===== src/rtl/wb_redirect_ctrl_pkg.sv =====
// Shared constants and types for the writeback / redirect stage.
package wb_redirect_ctrl_pkg;

   localparam int CPU_DATA_W = 32;
   localparam int CPU_REG_AW = 6;

   typedef enum logic {
      RUN    = 1'b0,
      SQUASH = 1'b1
   } wb_state_e;

endpackage


===== src/rtl/wb_redirect_ctrl_if.sv =====
// EX/WB bundle in, register-file write port and PC redirect out.
interface wb_redirect_ctrl_if
   import wb_redirect_ctrl_pkg::*;
#(
   parameter int DATA_W = CPU_DATA_W,
   parameter int REG_AW = CPU_REG_AW,
   parameter int CNT_W  = 16
) ();

   logic              valid_in;
   logic              n_in;
   logic              z_in;
   logic              mem_to_reg;
   logic              reg_wrt;
   logic              branch_z;
   logic              branch_n;
   logic              jump;
   logic              jump_mem;
   logic              pc_to_reg;
   logic [DATA_W-1:0] mem_out;
   logic [DATA_W-1:0] alu_out;
   logic [DATA_W-1:0] pc_y;
   logic [REG_AW-1:0] rd;

   logic              rf_we;
   logic [REG_AW-1:0] rf_waddr;
   logic [DATA_W-1:0] rf_wdata;
   logic              pc_redirect;
   logic [DATA_W-1:0] pc_target;
   logic              squashing;
   logic [CNT_W-1:0]  retired_cnt;
   logic [CNT_W-1:0]  squashed_cnt;

   // Pipeline side that produces the bundle and observes the results.
   modport master (
      output valid_in, n_in, z_in, mem_to_reg, reg_wrt, branch_z, branch_n,
             jump, jump_mem, pc_to_reg, mem_out, alu_out, pc_y, rd,
      input  rf_we, rf_waddr, rf_wdata, pc_redirect, pc_target, squashing,
             retired_cnt, squashed_cnt
   );

   // Writeback controller side.
   modport slave (
      input  valid_in, n_in, z_in, mem_to_reg, reg_wrt, branch_z, branch_n,
             jump, jump_mem, pc_to_reg, mem_out, alu_out, pc_y, rd,
      output rf_we, rf_waddr, rf_wdata, pc_redirect, pc_target, squashing,
             retired_cnt, squashed_cnt
   );

endinterface


===== src/rtl/wb_redirect_ctrl_wb_mux.sv =====
// Writeback data selector: link value over memory data over ALU result.
module wb_redirect_ctrl_wb_mux
   import wb_redirect_ctrl_pkg::*;
#(
   parameter int DATA_W = CPU_DATA_W
) (
   input  logic              pc_to_reg,
   input  logic              mem_to_reg,
   input  logic [DATA_W-1:0] pc_y,
   input  logic [DATA_W-1:0] mem_out,
   input  logic [DATA_W-1:0] alu_out,
   output logic [DATA_W-1:0] wdata
);

   // Fixed-priority source select.
   always_comb begin
      wdata = alu_out;
      if (pc_to_reg) begin
         wdata = pc_y;
      end else if (mem_to_reg) begin
         wdata = mem_out;
      end
   end

endmodule


===== src/rtl/wb_redirect_ctrl.sv =====
// Writeback and control-transfer resolution with wrong-path squash.
module wb_redirect_ctrl
   import wb_redirect_ctrl_pkg::*;
#(
   parameter int DATA_W       = CPU_DATA_W,
   parameter int REG_AW       = CPU_REG_AW,
   parameter int FLUSH_CYCLES = 3,
   parameter int CNT_W        = 16
) (
   input logic              clk,
   input logic              rst,
   wb_redirect_ctrl_if.slave bus
);

   localparam int FLUSH_W = $clog2(FLUSH_CYCLES + 1);

   wb_state_e         state_q, state_d;
   logic [FLUSH_W-1:0] flush_q, flush_d;
   logic              rf_we_q, rf_we_d;
   logic [REG_AW-1:0] rf_waddr_q, rf_waddr_d;
   logic [DATA_W-1:0] rf_wdata_q, rf_wdata_d;
   logic              pc_redirect_q, pc_redirect_d;
   logic [DATA_W-1:0] pc_target_q, pc_target_d;
   logic [CNT_W-1:0]  retired_q, retired_d;
   logic [CNT_W-1:0]  squashed_q, squashed_d;

   logic [DATA_W-1:0] wb_data;
   logic              taken;

   wb_redirect_ctrl_wb_mux #(.DATA_W(DATA_W)) u_wb_mux (
      .pc_to_reg  (bus.pc_to_reg),
      .mem_to_reg (bus.mem_to_reg),
      .pc_y       (bus.pc_y),
      .mem_out    (bus.mem_out),
      .alu_out    (bus.alu_out),
      .wdata      (wb_data)
   );

   assign taken = bus.jump | (bus.branch_z & bus.z_in) | (bus.branch_n & bus.n_in);

   // Next-state and output decode; data inputs are only looked at when valid_in
   // is high, so bubbles carrying garbage never reach any register.
   always_comb begin
      state_d       = state_q;
      flush_d       = flush_q;
      rf_we_d       = 1'b0;
      rf_waddr_d    = rf_waddr_q;
      rf_wdata_d    = rf_wdata_q;
      pc_redirect_d = 1'b0;
      pc_target_d   = pc_target_q;
      retired_d     = retired_q;
      squashed_d    = squashed_q;
      case (state_q)
         RUN: begin
            if (bus.valid_in) begin
               rf_we_d    = bus.reg_wrt;
               rf_waddr_d = bus.rd;
               rf_wdata_d = wb_data;
               retired_d  = retired_q + CNT_W'(1);
               if (taken) begin
                  pc_redirect_d = 1'b1;
                  pc_target_d   = bus.jump_mem ? bus.mem_out : bus.alu_out;
                  state_d       = SQUASH;
                  flush_d       = FLUSH_W'(FLUSH_CYCLES);
               end
            end
         end
         SQUASH: begin
            // Only real bundles count toward the flush; bubbles just wait.
            if (bus.valid_in) begin
               squashed_d = squashed_q + CNT_W'(1);
               flush_d    = flush_q - FLUSH_W'(1);
               if (flush_q == FLUSH_W'(1)) begin
                  state_d = RUN;
               end
            end
         end
         default: begin
            state_d = RUN;
            flush_d = '0;
         end
      endcase
   end

   // State and output registers.
   always_ff @(posedge clk) begin
      if (rst) begin
         state_q       <= RUN;
         flush_q       <= '0;
         rf_we_q       <= 1'b0;
         rf_waddr_q    <= '0;
         rf_wdata_q    <= '0;
         pc_redirect_q <= 1'b0;
         pc_target_q   <= '0;
         retired_q     <= '0;
         squashed_q    <= '0;
      end else begin
         state_q       <= state_d;
         flush_q       <= flush_d;
         rf_we_q       <= rf_we_d;
         rf_waddr_q    <= rf_waddr_d;
         rf_wdata_q    <= rf_wdata_d;
         pc_redirect_q <= pc_redirect_d;
         pc_target_q   <= pc_target_d;
         retired_q     <= retired_d;
         squashed_q    <= squashed_d;
      end
   end

   assign bus.rf_we        = rf_we_q;
   assign bus.rf_waddr     = rf_waddr_q;
   assign bus.rf_wdata     = rf_wdata_q;
   assign bus.pc_redirect  = pc_redirect_q;
   assign bus.pc_target    = pc_target_q;
   assign bus.squashing    = (state_q == SQUASH);
   assign bus.retired_cnt  = retired_q;
   assign bus.squashed_cnt = squashed_q;

endmodule


===== src/flat_wrapper.sv =====
// flat-port wrapper written by rule: the top's interface ports become plain ports
module wb_redirect_ctrl_flat import wb_redirect_ctrl_pkg::*;
#(
   parameter int DATA_W       = CPU_DATA_W,
   parameter int REG_AW       = CPU_REG_AW,
   parameter int FLUSH_CYCLES = 3,
   parameter int CNT_W        = 16
)
  (clk, rst, bus_valid_in, bus_n_in, bus_z_in, bus_mem_to_reg, bus_reg_wrt, bus_branch_z, bus_branch_n, bus_jump, bus_jump_mem, bus_pc_to_reg, bus_mem_out, bus_alu_out, bus_pc_y, bus_rd, bus_rf_we, bus_rf_waddr, bus_rf_wdata, bus_pc_redirect, bus_pc_target, bus_squashing, bus_retired_cnt, bus_squashed_cnt);
  wb_redirect_ctrl_if #(.DATA_W(DATA_W), .REG_AW(REG_AW), .CNT_W(CNT_W)) bus_i ();
  input logic clk;
  input logic rst;
  input wire logic [$bits(bus_i.valid_in)-1:0] bus_valid_in;
  input wire logic [$bits(bus_i.n_in)-1:0] bus_n_in;
  input wire logic [$bits(bus_i.z_in)-1:0] bus_z_in;
  input wire logic [$bits(bus_i.mem_to_reg)-1:0] bus_mem_to_reg;
  input wire logic [$bits(bus_i.reg_wrt)-1:0] bus_reg_wrt;
  input wire logic [$bits(bus_i.branch_z)-1:0] bus_branch_z;
  input wire logic [$bits(bus_i.branch_n)-1:0] bus_branch_n;
  input wire logic [$bits(bus_i.jump)-1:0] bus_jump;
  input wire logic [$bits(bus_i.jump_mem)-1:0] bus_jump_mem;
  input wire logic [$bits(bus_i.pc_to_reg)-1:0] bus_pc_to_reg;
  input wire logic [$bits(bus_i.mem_out)-1:0] bus_mem_out;
  input wire logic [$bits(bus_i.alu_out)-1:0] bus_alu_out;
  input wire logic [$bits(bus_i.pc_y)-1:0] bus_pc_y;
  input wire logic [$bits(bus_i.rd)-1:0] bus_rd;
  output wire logic [$bits(bus_i.rf_we)-1:0] bus_rf_we;
  output wire logic [$bits(bus_i.rf_waddr)-1:0] bus_rf_waddr;
  output wire logic [$bits(bus_i.rf_wdata)-1:0] bus_rf_wdata;
  output wire logic [$bits(bus_i.pc_redirect)-1:0] bus_pc_redirect;
  output wire logic [$bits(bus_i.pc_target)-1:0] bus_pc_target;
  output wire logic [$bits(bus_i.squashing)-1:0] bus_squashing;
  output wire logic [$bits(bus_i.retired_cnt)-1:0] bus_retired_cnt;
  output wire logic [$bits(bus_i.squashed_cnt)-1:0] bus_squashed_cnt;
  assign bus_i.valid_in = bus_valid_in;
  assign bus_i.n_in = bus_n_in;
  assign bus_i.z_in = bus_z_in;
  assign bus_i.mem_to_reg = bus_mem_to_reg;
  assign bus_i.reg_wrt = bus_reg_wrt;
  assign bus_i.branch_z = bus_branch_z;
  assign bus_i.branch_n = bus_branch_n;
  assign bus_i.jump = bus_jump;
  assign bus_i.jump_mem = bus_jump_mem;
  assign bus_i.pc_to_reg = bus_pc_to_reg;
  assign bus_i.mem_out = bus_mem_out;
  assign bus_i.alu_out = bus_alu_out;
  assign bus_i.pc_y = bus_pc_y;
  assign bus_i.rd = bus_rd;
  assign bus_rf_we = bus_i.rf_we;
  assign bus_rf_waddr = bus_i.rf_waddr;
  assign bus_rf_wdata = bus_i.rf_wdata;
  assign bus_pc_redirect = bus_i.pc_redirect;
  assign bus_pc_target = bus_i.pc_target;
  assign bus_squashing = bus_i.squashing;
  assign bus_retired_cnt = bus_i.retired_cnt;
  assign bus_squashed_cnt = bus_i.squashed_cnt;
  wb_redirect_ctrl #(.DATA_W(DATA_W), .REG_AW(REG_AW), .FLUSH_CYCLES(FLUSH_CYCLES), .CNT_W(CNT_W)) u_core (.clk(clk), .rst(rst), .bus(bus_i));
endmodule

===== config.mk =====
export PLATFORM = sky130hd
export DESIGN_NAME = wb_redirect_ctrl_flat
export DESIGN_NICKNAME = d
export VERILOG_FILES = /design/src/rtl/wb_redirect_ctrl_pkg.sv /design/src/rtl/wb_redirect_ctrl_if.sv /design/src/rtl/wb_redirect_ctrl_wb_mux.sv /design/src/rtl/wb_redirect_ctrl.sv /design/src/flat_wrapper.sv
export SDC_FILE = /design/constraint.sdc
export NUM_CORES = 1
export LEC_CHECK = 0
export CORE_ASPECT_RATIO = 1.4
export CORE_MARGIN = 2
export CORE_UTILIZATION = 43
export CTS_CLUSTER_DIAMETER = 100
export DETAILED_ROUTE_END_ITERATION = 8
export PLACE_DENSITY = 0.82
export SLEW_MARGIN = 20
export SYNTH_ARGS = -nofsm -noshare
export SYNTH_HDL_FRONTEND = slang
export SYNTH_HIERARCHICAL = 1
export SYNTH_SLANG_ARGS = --single-unit

===== constraint.sdc =====
create_clock -name clk -period 2.1 [get_ports clk]
set_input_delay 0.21 -clock clk [delete_from_list [all_inputs] [get_ports clk]]
set_output_delay 0.21 -clock clk [all_outputs]
set_load 0.05 [all_outputs]

Yosys cells after proc, flatten, opt, wreduce, memory -nomap -nowiden

Index checks and enable logic that the tools add are counted.

Add/subtract/negate cells: 3
Bitwise logic cells: 6
Magnitude comparators: 0
Div/mod/pow operators: 0
Reductions and logical operators: 6
Muxes and demuxes: 12
Multiply operators: 0
Shifts and indexed selects: 0
Equality and inequality tests: 4

Operators with widths:

| operator              | number |
|---|---|
| $mux 32               | 3 |
| $add 16x1->16 const B | 2 |
| $mux 2                | 3 |
| $reduce_and 3->1      | 2 |
| $mux 1                | 4 |
| $ne 2x2->1 const B    | 2 |
| $pmux 2 s2            | 1 |
| $reduce_and 2->1      | 2 |
| $reduce_or 3->1       | 1 |
| $and 1x1->1           | 2 |
| $eq 2x1->1 const B    | 1 |
| $ne 2x1->1 const B    | 1 |
| $not 1->1             | 2 |
| $or 1x1->1            | 2 |
| $pmux 1 s2            | 1 |
| $reduce_or 2->1       | 1 |
| $sub 2x1->2 const B   | 1 |

Bits of input ports: 114
Register bits: 107
Memories kept: 0
Bits in writable memories: 0
Word-level logic and storage cells: 40
Bits in read-only memories: 0
Latch bits: 0
Output and inout bits: 105

Longest topological paths before layout

Depth in word-level cells: 6
Depth in mapped cells: 7
Depth with buffers taken out: 5

Cells and area by module

Netlist, hierarchy kept.

Modules (own cells, without submodules):

| module                  | seq. area each (um^2) | times used | area an instance (um^2) | cells each |
|---|---|---|---|---|
| wb_redirect_ctrl        | 2142.1                | 1          | 4316.6                  | 496 |
| wb_redirect_ctrl_wb_mux | 0.0                   | 1          | 714.4                   | 107 |

Worst setup path before layout

OpenSTA, ideal clock, no wires.

Kind: register -> register
Start point: register u_core.squashed_q[5], in the netlist u_core/bus.squashed_cnt[5]
End point: register u_core.squashed_q[10], in the netlist u_core/bus.squashed_cnt[10]
Setup time: 70 ps
Required time: 2030 ps
Buffers on the path: 0
Cell stages (with the launch flop): 5
Slack: 64 ps
Arrival time: 1966 ps
Period minus slack after synthesis: 2036 ps
Cell sequence: dfxtp_1 nand4_2 or3_4 or4_1 a21oi_1

Cells in the longest elaborated chain, start to end: 1

Ends and longest elaborated chain:

| what                     | RTL line                | text |
|---|---|---|
| start: declaration       | wb_redirect_ctrl.sv:25  | `logic [CNT_W-1:0] squashed_q, squashed_d;` |
| start signal: assignment | wb_redirect_ctrl.sv:106 | `squashed_q <= squashed_d;` |
| $add 16x1->16            | wb_redirect_ctrl.sv:71  | `squashed_d = squashed_q + CNT_W'(1);` |

Every way passes these cells.
A chain may end at the register's enable or synchronous reset.

Worst setup path after layout

Start point: register u_core.squashed_q[2], in the netlist u_core/bus.squashed_cnt[2]
End point: output bus_squashed_cnt[2]

RTL lines:

| what             | RTL line           | text |
|---|---|---|
| end: declaration | flat_wrapper.sv:34 | `output wire logic [$bits(bus_i.squashed_cnt)-1:0] bus_squashed_cnt;` |

No word-level cell between the ends.

==> results.yml <==
grt:
  overflow: 0
  antenna_found_initial: 0
  grt_max_degree: 65
  track_usage_pct: 24.8
  grt_pass1_vias: 5106
  grt_pass1_wl_um: 24600
drt:
  drtPass1Iterations: 5
  drtIter0Drc: 234
  wl_met3_um: 1150
  via_count: 5082
  wl_per_cell_um: 16.8
  viasPerCell: 5.37
  wl_um: 15900
  drc: 0
  dr_wl_met2_um: 8450
  routed.top_layer: "met4"
  ant_nets: 0
  m1WireLength_um: 5740
power:
  vdd_drop_max_mv: 0.444
  p_leak_nw: 2.90
  power_frac_clock_pct: 32.5
  switchingPower_mw: 1.68
  sw_frac_of_total_pct: 31.3
  internal-power_mw: 3.70
  p_per_area_nw_per_um2: 704
  pwr-share-comb_pct: 26.4
  seqPwrFrac_pct: 41.2
worst_setup_path:
  r2r_start: "u_core/bus.retired_cnt[3]"
  worstPathRequired_ns: 1.89
  slowest_stage: "clkdlybuf4s50_1"
  reg2reg_setup_slack_ns: 0.24
  critPathCaptureType: "output port"
  crit_type: "flop to output port"
  path_buf_inv: 1
  crit_family: "buffers and inverters"
  cp-startpoint: "u_core/bus.squashed_cnt[2]"
  cp-start-kind: "flop"
  arrival_ns: 1.74
  critical_path.max_fanout: 8
  cpPeakStageDelay_ns: 0.87
  path_cells: "clkdlybuf4s50_1"
floorplan:
  start_util_pct: 44.1
  fp.dieH_um: 132
  die_area_um2: 12600
  die_width_um: 95.4
  rows: 46
  core_area_um2: 11400
  ios: 219
synth:
  yosys.cell_types.count: 40
  synth_cells: 603
  synth-seq-area-share_pct: 42.6
  synth_top_area_cell: "dfxtp_1"
  synth_warnings: 6
  avgSynthCellArea_um2: 8.34
  ys_ff_latch: 107
  synth_area_leaders: "dfxtp_1, mux2i_1, nand2_1"
  synthesis.area_um2: 5030
  synth_nets: 720
  synth_top_area_share_pct: 42.6
clock_tree:
  clock_latency_ns: 0.35
  clockRootBuffer: "clkbuf_16"
  cts_buffer_depth: 2
  holdBufCountCts: 0
  path_clk_slew_ns: 0.08
  clock-sinks: 107
  cts_setup_buffers: 0
  htree_levels: 3
  cts_buffers: 9
  cts_resized: 0
  cts_tree: "yes"
status:
  status: "complete, no violations"
timing:
  min_period_ns: 1.95
  fin_setup_tns_ns: 0
  hold_viol: 0
  tightest_slew_ns: 0.571
  period_share_pct: 92.8
  drv_slew: 0
  fin_skew_ns: 0.00828
  rsz0062_at_grt: "false"
  relSlewSlack_pct: 61.8
  max_freq_mhz: 513
  setup_violations: 0
place:
  dp_hpwl_um: 11500
  gp_congestion: 0.854
  io_buffers: 218
  post-place-cells: 931
flow_run:
  max_cap_viol_count: 0
cells_and_area:
  area_growth_pct: 51.8
  final_cell_count_no_fill: 947
  final_common_cell: "clkdlybuf4s50_1"
  final_cell_mix: "clkdlybuf4s50_1, nand2_1, dfxtp_1"
  drive_above_1_share_pct: 5.60
  nets: 915
  antennaDiodeCount: 0
worst_hold_path:
  hp-start: "rst"
  min_path_type: "input port to flop"
-- routing by layer --
layer | up-vias | global-route usage, %
li1 | 2468 | -
met1 | 2360 | 25.4
met2 | 211 | 46.0
met3 | 43 | 6.00
met4 | 0 | 11.4
met5 | - | 0
-- sequential cells by signal (all words and copies together), names as in the netlist --
signal / flops
u_core/bus.rf_wdata: 32
u_core/bus.pc_redirect: 1
u_core/bus.pc_target: 32
u_core/bus.squashed_cnt: 16
u_core/bus.squashing: 1
u_core/bus.retired_cnt: 16
u_core/bus.rf_waddr: 6
u_core/flush_q: 2
u_core/bus.rf_we: 1
-- layout make-up --
type,instances,area (µm²)
clock buffer,10,239
clock inverter,6,71.3
fill,920,3760
inverter,5,18.8
multi-input combinational,443,2630
sequential,107,2140
tap,144,180
timing repair buffer,232,2360
-- cells in the mapped netlist (all sizes together) --
| library cell | instances |
|---|---|
| o31ai | 1 |
| or4 | 2 |
| mux2i | 64 |
| nand2 | 122 |
| nor4 | 5 |
| nor2b | 3 |
| nor3 | 7 |
| buf | 19 |
| nor3b | 1 |
| a211oi | 33 |
| and4 | 3 |
| ha | 3 |
| a311oi | 1 |
| mux2 | 1 |
| dfxtp | 107 |
| or3 | 6 |
| a21oi | 48 |
| xnor2 | 12 |
| nand2b | 1 |
| o21ai | 37 |
| nand3 | 7 |
| and4b | 1 |
| inv | 5 |
| xor2 | 10 |
| nor2 | 58 |
| nand4 | 11 |
| clkbuf | 29 |
| a31o | 1 |
| and2 | 1 |
| a221oi | 1 |
| and3 | 2 |
| a21bo | 1 |
-- through the flow --
step           util [%]  setup slack (ns)  power, mW  hold WS [ns]  instance area, µm²
2_1_floorplan         -            0.0639       3.08         0.346                5030
5_1_grt            67.0             0.117       5.58         0.300                7640
6_report           67.0             0.151       5.38         0.287                7640
4_1_cts            67.0             0.161       5.41         0.280                7640
3_3_place_gp       64.3             0.155       3.64         0.442                7330
3_5_place_dp       64.3             0.112       3.67         0.445                7330
-- cells by family after synthesis --
logic type	count (synthesis)	share of synthesized area [%]
xor+xnor	22	3.83
simple gates	230	20.0
fa+ha+maj	3	0.746
mux	65	13.0
compound gates	123	14.4
buf+inv	53	5.45
flops	107	42.6
-- path summary, 6_finish.rpt --
check / to / depth (start not counted)
max: bus_squashed_cnt[2] / 1
min: u_core/bus.squashed_cnt[7] / 2
min reg2reg: u_core/bus.rf_wdata[29] / 2
max reg2reg: u_core/bus.retired_cnt[15] / 4
-- power groups by stage --
stage,clock (mW),sequential (mW),combinational (mW)
floorplan,0,2.66,0.421
global placement,0,2.25,1.39
detailed placement,0,2.26,1.41
CTS,1.78,2.21,1.42
global route,1.86,2.23,1.50
finish,1.75,2.21,1.42
Power figures use the tool's default switching activity.
